### src/rtl/pkg_agencia.sv
// Shared types for the vault alarm path: siren controller states, also shown on the LEDs.
package pkg_agencia;

  typedef enum logic [1:0] {
    REPOUSO    = 2'd0,
    DISPARO    = 2'd1,
    SUSTENTA   = 2'd2,
    SILENCIADO = 2'd3
  } estado_sirene_t;

  // Counter width able to hold values 0..n-1, never less than one bit.
  function automatic int unsigned cnt_width(input int unsigned n);
    return (n > 1) ? $clog2(n) : 1;
  endfunction

endpackage

### src/rtl/gerador_bipe.sv
// Beep phase generator: fase stays at each level for BEEP_HALF enabled cycles.
module gerador_bipe
  import pkg_agencia::*;
#(
  parameter int unsigned BEEP_HALF = 4
) (
  input  logic clk_2,
  input  logic reset,
  input  logic restart,
  input  logic enable,
  output logic fase
);

  localparam int unsigned    CW       = cnt_width(BEEP_HALF);
  localparam logic [CW-1:0]  CNT_LAST = CW'(BEEP_HALF - 1);

  logic [CW-1:0] cnt_q, cnt_d;
  logic          fase_q, fase_d;

  // NOTE: every variable gets a default before any branch, so no path can
  // leave it unassigned and imply a latch.
  always_comb begin
    cnt_d  = cnt_q;
    fase_d = fase_q;
    if (restart) begin
      cnt_d  = '0;
      fase_d = 1'b1;
    end else if (enable) begin
      if (cnt_q == CNT_LAST) begin
        cnt_d  = '0;
        fase_d = ~fase_q;
      end else begin
        cnt_d = cnt_q + CW'(1);
      end
    end
  end

  // NOTE: registers take non-blocking assignments so every flop samples the
  // pre-edge values, independent of statement order.
  always_ff @(posedge clk_2 or posedge reset) begin
    if (reset) begin
      cnt_q  <= '0;
      fase_q <= 1'b0;
    end else begin
      cnt_q  <= cnt_d;
      fase_q <= fase_d;
    end
  end

  assign fase = fase_q;

endmodule

### src/rtl/controle_sirene.sv
// Siren controller: beeps while the vault alarm is active, holds after it drops,
// can be silenced by the manager and counts alarm events with saturation.
module controle_sirene
  import pkg_agencia::*;
#(
  parameter int unsigned BEEP_HALF   = 4,
  parameter int unsigned HOLD_CYCLES = 16,
  parameter int unsigned NBITS_EVT   = 8
) (
  input  logic                 clk_2,
  input  logic                 reset,
  input  logic                 alarme,
  input  logic                 reconhece,
  input  logic                 zera_contagem,
  output logic                 sirene,
  output logic [1:0]           estado,
  output logic [NBITS_EVT-1:0] eventos
);

  localparam int unsigned   HW        = cnt_width(HOLD_CYCLES);
  localparam logic [HW-1:0] HOLD_LAST = HW'(HOLD_CYCLES - 1);

  estado_sirene_t       state_q, state_d;
  logic [HW-1:0]        hold_q, hold_d;
  logic [NBITS_EVT-1:0] evt_q, evt_d;
  logic                 beep_restart, beep_enable, fase;

  gerador_bipe #(
    .BEEP_HALF (BEEP_HALF)
  ) u_bipe (
    .clk_2   (clk_2),
    .reset   (reset),
    .restart (beep_restart),
    .enable  (beep_enable),
    .fase    (fase)
  );

  always_comb begin
    state_d      = state_q;
    hold_d       = hold_q;
    evt_d        = evt_q;
    beep_restart = 1'b0;
    beep_enable  = 1'b0;

    unique case (state_q)
      REPOUSO: begin
        if (alarme) begin
          state_d      = DISPARO;
          beep_restart = 1'b1;
          if (evt_q != '1) evt_d = evt_q + NBITS_EVT'(1);
        end
      end
      DISPARO: begin
        beep_enable = 1'b1;
        if (reconhece) begin
          state_d = SILENCIADO;
        end else if (!alarme) begin
          state_d = SUSTENTA;
          hold_d  = HOLD_LAST;
        end
      end
      SUSTENTA: begin
        beep_enable = 1'b1;
        if (reconhece)          state_d = SILENCIADO;
        else if (alarme)        state_d = DISPARO;   // same event resumes, phase untouched
        else if (hold_q == '0)  state_d = REPOUSO;
        else                    hold_d  = hold_q - HW'(1);
      end
      SILENCIADO: begin
        if (!alarme) state_d = REPOUSO;
      end
      default: state_d = REPOUSO;
    endcase

    if (zera_contagem) evt_d = '0;
  end

  always_ff @(posedge clk_2 or posedge reset) begin
    if (reset) begin
      state_q <= REPOUSO;
      hold_q  <= '0;
      evt_q   <= '0;
    end else begin
      state_q <= state_d;
      hold_q  <= hold_d;
      evt_q   <= evt_d;
    end
  end

  assign sirene  = fase & ((state_q == DISPARO) | (state_q == SUSTENTA));
  assign estado  = state_q;
  assign eventos = evt_q;

endmodule

### config.mk
export PLATFORM = sky130hd
export DESIGN_NAME = controle_sirene
export DESIGN_NICKNAME = d
export VERILOG_FILES = /design/src/rtl/pkg_agencia.sv /design/src/rtl/gerador_bipe.sv /design/src/rtl/controle_sirene.sv
export SDC_FILE = /design/constraint.sdc
export NUM_CORES = 1
export LEC_CHECK = 0
export BUFFER_PORTS_ARGS = -buffer_cell sky130_fd_sc_hd__buf_2
export CORE_UTILIZATION = 50
export CTS_CLUSTER_DIAMETER = 40
export DETAILED_ROUTE_END_ITERATION = 10
export GPL_TIMING_DRIVEN = 0
export PLACE_DENSITY = 0.83
export SETUP_SLACK_MARGIN = 0.05
export SLEW_MARGIN = 20
export SYNTH_ARGS = -nofsm -noshare
export SYNTH_HDL_FRONTEND = slang
export SYNTH_HIERARCHICAL = 1
export SYNTH_SLANG_ARGS = --single-unit
### constraint.sdc
create_clock -name clk_2 -period 1.6 [get_ports clk_2]
set_input_delay 0 -clock clk_2 [delete_from_list [all_inputs] [get_ports clk_2]]
set_output_delay 0 -clock clk_2 [all_outputs]
set_load 0.05 [all_outputs]
==> flow_summary.ini, run 1 <==
[synth]
synthTopCellsByArea = dfrtp_1 40%, ha_1 11%, a21oi_1 4.7%
yosysTopAreaCellShare = 0.3972
yosys_warnings = 6
netlist_area_sq_um = 1071
synth.most_common_cell = dfrtp_1
synth_flop_cell = dfrtp_1
synth_edf_count = 0
ys_seq_elements = 17
yosys.area.top_type = dfrtp_1
synthArstFlopShare = 1.000
synth_cell_type_count = 37
seq_area_frac_synth = 0.3972
avgSynthCellArea_sq_um = 9.563
synth_fp_nets = 126
syn_inst = 112
synth_common_cells = 17 x dfrtp_1, 10 x a21oi_1, 9 x ha_1

[global_routing]
grt_pass1_vias = 894
antenna_found_initial = 0
grt.overflow.total = 0
grt_first_pass_wirelength_mm = 3.988
track_usage = 0.2490
grt_max_degree = 15

[clock_network]
insertion_delay_ns = 0.31
clkTransAtPathRegs_ns = 0.11
clkSinkCount = 17
cts_tree = built
clock_path_buffers = 2
htree_levels = 1
numCtsBuffers = 3
cts-root-buf = clkbuf_4

[placed_design]
place_worst_setup_slack_ns = -0.08207
post-dp-hpwl_mm = 1.717
place.gp.congestion = 0.8324
io_buffers = 14

[setup_path]
cp-start-kind = flop
required_ns = 1.80
worst_setup_path_end_kind = flop
arrival_ns = 1.87
path_class = flop to flop
worstPathMaxFanout = 5
crit_start = hold_q[1]$_DFFE_PP0P_
timing.rr.start = hold_q[1]$_DFFE_PP0P_

[status]
status = finished with violations
violations = setup timing

[detailed_routing]
wl_per_cell_um = 16.23
firstDrtPassIters = 7
drc = 0
vias = 1043
ant_nets = 0
drt-initial-drc-count = 52
wirelength_mm = 2.841
via_per_inst = 5.960

[hold_path]
holdCritStartpoint = zera_contagem
hp-class = input pin to flop

[final_layout]
n_antenna_cell = 0
nets = 163
nFillCells = 128
drive_gt1_frac = 0.4324
area_growth_pct = 35.40
fin_util = 0.7317

[floorplan]
row_count = 16
io_pins = 16
fp.dieArea_sq_um = 2331
core_sq_um = 1982
start_util = 0.5404
die_w_um = 48.28
fp.dieH_um = 48.28

[sta]
post-route-period-util = 1.038
slew_violations = 0
hold_violations = 0
finalSetupViolations = 4
fmax_mhz = 602.0
finalCriticalPeriod_ns = 1.661
tightestPinTransition_ns = 0.5708
grt_setup_unrepaired = yes
fin_skew_ns = 0.006112
worst_slack_ns = -0.06113
maxSlewHeadroom = 0.6190

[pwr]
p_leak_uw = 0.0006683
ir_drop_uv = 1522
p_per_area_nw_per_um2 = 1660

[flow_run]
drv_cap = 0
[layer usage]
metal / track usage / vias to the layer above / wire length, um
li1: - / 479 / -
met1: 0.3028 / 510 / 1177
met2: 0.4400 / 45 / 1475
met3: 0.01111 / 9 / 106
met4: 0.1333 / 0 / 81
met5: 0 / - / 0
[layout make-up]
type | instances | area (sq um) | area share
multi-input cells | 82 | 673.1 | 0.4642
flip-flops and latches | 17 | 430.4 | 0.2968
repair buffers | 33 | 219.0 | 0.1510
inverters | 9 | 46.29 | 0.03192
well taps | 27 | 33.78 | 0.02330
clock buffers | 3 | 22.52 | 0.01553
plain buffers | 3 | 20.02 | 0.01381
clock inverters | 1 | 5.005 | 0.003451
[layout by cell type, fill, tap and decap left out, types with 2 or more instances in the layout]
cell type / n
nand2b_1: 2
buf_2: 15
o221ai_1: 2
nand2_1: 6
nand3_1: 3
nand4_1: 3
a21oi_1: 10
nor2_1: 8
o21ai_2: 2
or3b_1: 2
ha_1: 6
dfrtp_2: 4
nor3_1: 3
buf_4: 17
inv_1: 4
and3_1: 3
dfrtp_1: 13
clkbuf_4: 3
buf_6: 2
inv_2: 2
ha_4: 2
mux2i_1: 3
a311oi_1: 3
a211oi_1: 2
and2_1: 2
clkinv_4: 2
[report_power, final]
| group | switching [uW] | total [uW] | internal [uW] |
|---|---|---|---|
| logic | 834 | 1530 | 692 |
| clock network | 150 | 244 | 93.5 |
| registers | 107 | 638 | 531 |
| total | 1090 | 2410 | 1320 |
[path summary, 6_finish.rpt]
kind / to / slack (ns) / cells after the start
max reg2reg: hold_q[0]$_DFFE_PP0P_ / -0.06 / 7
min reg2reg: eventos[7]$_DFFE_PP0P_ / 0.55 / 1
min: eventos[1]$_DFFE_PP0P_ / 0.05 / 2
min in group asynchronous: u_bipe/fase$_DFFE_PP0P_ / 0.11 / 3
max: hold_q[0]$_DFFE_PP0P_ / -0.06 / 7
max in group asynchronous: eventos[1]$_DFFE_PP0P_ / 0.89 / 3
[cells by family after synthesis]
family | after synthesis | share of synthesized area
and+or+nand+nor | 39 | 0.1998
AOI/OAI and AO/OA | 29 | 0.1974
DFF | 17 | 0.3972
buffers and inverters | 13 | 0.05022
adders and majority gates | 9 | 0.1051
muxes | 4 | 0.04205
xor gates and xnor gates | 1 | 0.008179
[worst max-delay path, stage by stage (launching register included)]
cell,delay (ns)
dfrtp_1,0.43
inv_2,0.10
ha_4,0.13
or3b_1,0.35
buf_6,0.15
clkinv_4,0.05
a21oi_4,0.05
mux2_4,0.30
[repair_timing]
item | in CTS | in global routing
resized for setup | 10 | 10
pin swaps | 1 | 3
hold buffers | 1 | 0
endpoints found under the setup margin | 4 | 7
setup buffers | 13 | 6
endpoints found under the hold margin | 17 | 0
[stage by stage]
| stage | cell area, sq um | hold WS [ns] | power, uW | std cells | TNS (ns) |
|---|---|---|---|---|---|
| final | 1450 | 0.05113 | 2408 | 175 | -0.1448 |
| after global routing | 1450 | 0.06251 | 2523 | 175 | -0.3690 |
| after floorplan | 1102 | -0.2464 | 1497 | 112 | 0 |
| after CTS | 1383 | 0.04032 | 2191 | 171 | -0.01715 |
| after detailed placement | 1206 | -0.1025 | 1728 | 153 | -0.2116 |
| after global placement | 1206 | -0.1252 | 1654 | 153 | -0.08583 |
[sequential cells by signal, summed over array words and instances, names as in the netlist]
register	cells
estado	2
u_bipe/fase	1
hold_q	4
eventos	8
u_bipe/cnt_q	2
(Power assumes the default switching activity.)
==> run 2: changes to the inputs <==
--- a/config.mk
+++ b/config.mk
@@ -11,3 +11,2 @@
 export DETAILED_ROUTE_END_ITERATION = 10
-export GPL_TIMING_DRIVEN = 0
 export PLACE_DENSITY = 0.83
==> constraint.sdc (replaced) <==
create_clock -name clk_2 -period 1.6 [get_ports clk_2]
set_input_delay 0.08 -clock clk_2 [delete_from_list [all_inputs] [get_ports clk_2]]
set_output_delay 0.08 -clock clk_2 [all_outputs]
set_load 0.05 [all_outputs]
==> run 2 against run 1 <==
  * The flow now finishes without violations
  * Non-clock buffer count shrank 9
  * Sequential share of layout area grew 1.6 points
  * Clock-buffer cell count is the same
  * First-iteration DRC count shrank 46%
  * Via count shrank 4.4%
  * Die area is the same
  * Critical endpoint is now estado[0]$_DFFE_PP0P_
==> flow_summary.ini, run 2 (synthesis gave the netlist of run 1 again) <==
[status]
status = finished clean

[setup_path]
cp-start-kind = flop
worstPathMaxFanout = 4
arrival_ns = 1.75
path_class = flop to flop
crit_start = hold_q[1]$_DFFE_PP0P_
worst_setup_path_end_kind = flop
r2r_setup_slack_ns = 0.04
required_ns = 1.80
timing.rr.start = hold_q[1]$_DFFE_PP0P_

[final_layout]
layout.cells.most_common = buf_2
n_antenna_cell = 0
nFillCells = 135
fin_cells = 166
drive_gt1_frac = 0.4173
final_cell_mix = 14 x buf_2, 13 x dfrtp_1, 11 x buf_4
area_growth_pct = 28.62
nets = 154
largest_reg_flops = 8
fin_util = 0.6951

[global_routing]
track_usage = 0.2386
top_usage_layer = met2
antenna_found_initial = 0
grt.overflow.total = 0
use_met2 = 0.4160
grt_pass1_vias = 845
grt_max_degree = 15
grt_first_pass_wirelength_mm = 3.788
use_met1 = 0.3122
globalRouteMet3Util = 0.04444

[detailed_routing]
wl_per_cell_um = 15.65
vias = 997
drt-initial-drc-count = 28
firstDrtPassIters = 4
ant_nets = 0
wirelength_mm = 2.598
via_per_inst = 6.006
drc = 0

[sta]
finalHoldWorstSlack_ns = 0.05717
hold_violations = 0
maxSlewHeadroom = 0.6380
tightestPinTransition_ns = 0.5424
post-route-period-util = 0.9720
slew_violations = 0
fin_skew_ns = 0.001997
worst_slack_ns = 0.04477
grt_setup_unrepaired = yes
finalCriticalPeriod_ns = 1.555
fmax_mhz = 643.0
finalSetupViolations = 0

[flow_run]
drv_cap = 0

[floorplan]
core_sq_um = 1982
io_pins = 16
fp.dieArea_sq_um = 2331
die_w_um = 48.28
row_count = 16
start_util = 0.5404
fp.dieH_um = 48.28

[clock_network]
numCtsBuffers = 3
htree_levels = 1
cts-root-buf = clkbuf_4
cts_tree = built
clock_path_buffers = 2
clkSinkCount = 17
insertion_delay_ns = 0.28
clkTransAtPathRegs_ns = 0.10

[placed_design]
placed_cells = 156
place.gp.congestion = 0.8817
post-dp-hpwl_mm = 1.816
place_worst_setup_slack_ns = -0.03469
io_buffers = 15

[hold_path]
holdCritStartpoint = zera_contagem
hp-class = input pin to flop

[pwr]
p_per_area_nw_per_um2 = 1617
p_leak_uw = 0.0006316
ir_drop_uv = 1749
power.total_uw = 2228
==> run 2: per-layer routing <==
layer | up-vias | share of wire
li1 | 464 | -
met1 | 482 | 0.38
met2 | 49 | 0.55
met3 | 2 | 0.062
met4 | 0 | 0.0081
met5 | - | 0
==> run 2: repair_timing <==
action                                  CTS  global route
endpoints found under the setup margin    6             9
pin swaps                                 6             3
gates resized for setup                  12             4
setup buffers                             1             4
hold buffers                              1             0
hold endpoints to repair                 17             0
==> run 2: worst paths after layout <==
check | to | cells after the start
worst max-delay path | estado[0]$_DFFE_PP0P_ | 5
worst min-delay path | eventos[7]$_DFFE_PP0P_ | 2
worst max register to register | estado[0]$_DFFE_PP0P_ | 5
worst min register to register | eventos[7]$_DFFE_PP0P_ | 1
max in group asynchronous | eventos[0]$_DFFE_PP0P_ | 3
min in group asynchronous | u_bipe/fase$_DFFE_PP0P_ | 3
==> run 2: layout make-up <==
type / instances / area (sq um) / area share
multi-input combinational: 82 / 674.4 / 0.4896
sequential: 17 / 430.4 / 0.3124
timing repair buffer: 27 / 173.9 / 0.1262
inverter: 9 / 37.54 / 0.02725
tap: 27 / 33.78 / 0.02452
clock buffer: 3 / 22.52 / 0.01635
clock inverter: 1 / 5.005 / 0.003633
==> run 2: worst max-delay path, stage by stage, from the launching register on <==
cell and delay (ns):
dfrtp_1 0.41, inv_2 0.08, ha_4 0.12, or3b_4 0.42
a31oi_4 0.18, mux2i_1 0.25
==> run 2: power breakdown <==
part	leakage (uW)	total, uW	internal [uW]	switching [uW]
combinational	0.000412	1380	580	798
sequential	0.000202	618	531	87.1
clock	0.0000177	231	92.8	138
total	0.000632	2230	1200	1020
==> run 2: through the flow <==
step	area, sq um	setup TNS, ns
CTS	1323	0
floorplan	1102	0
finish	1378	0
global placement	1231	0
global route	1378	-0.02308
detailed placement	1231	-0.06617
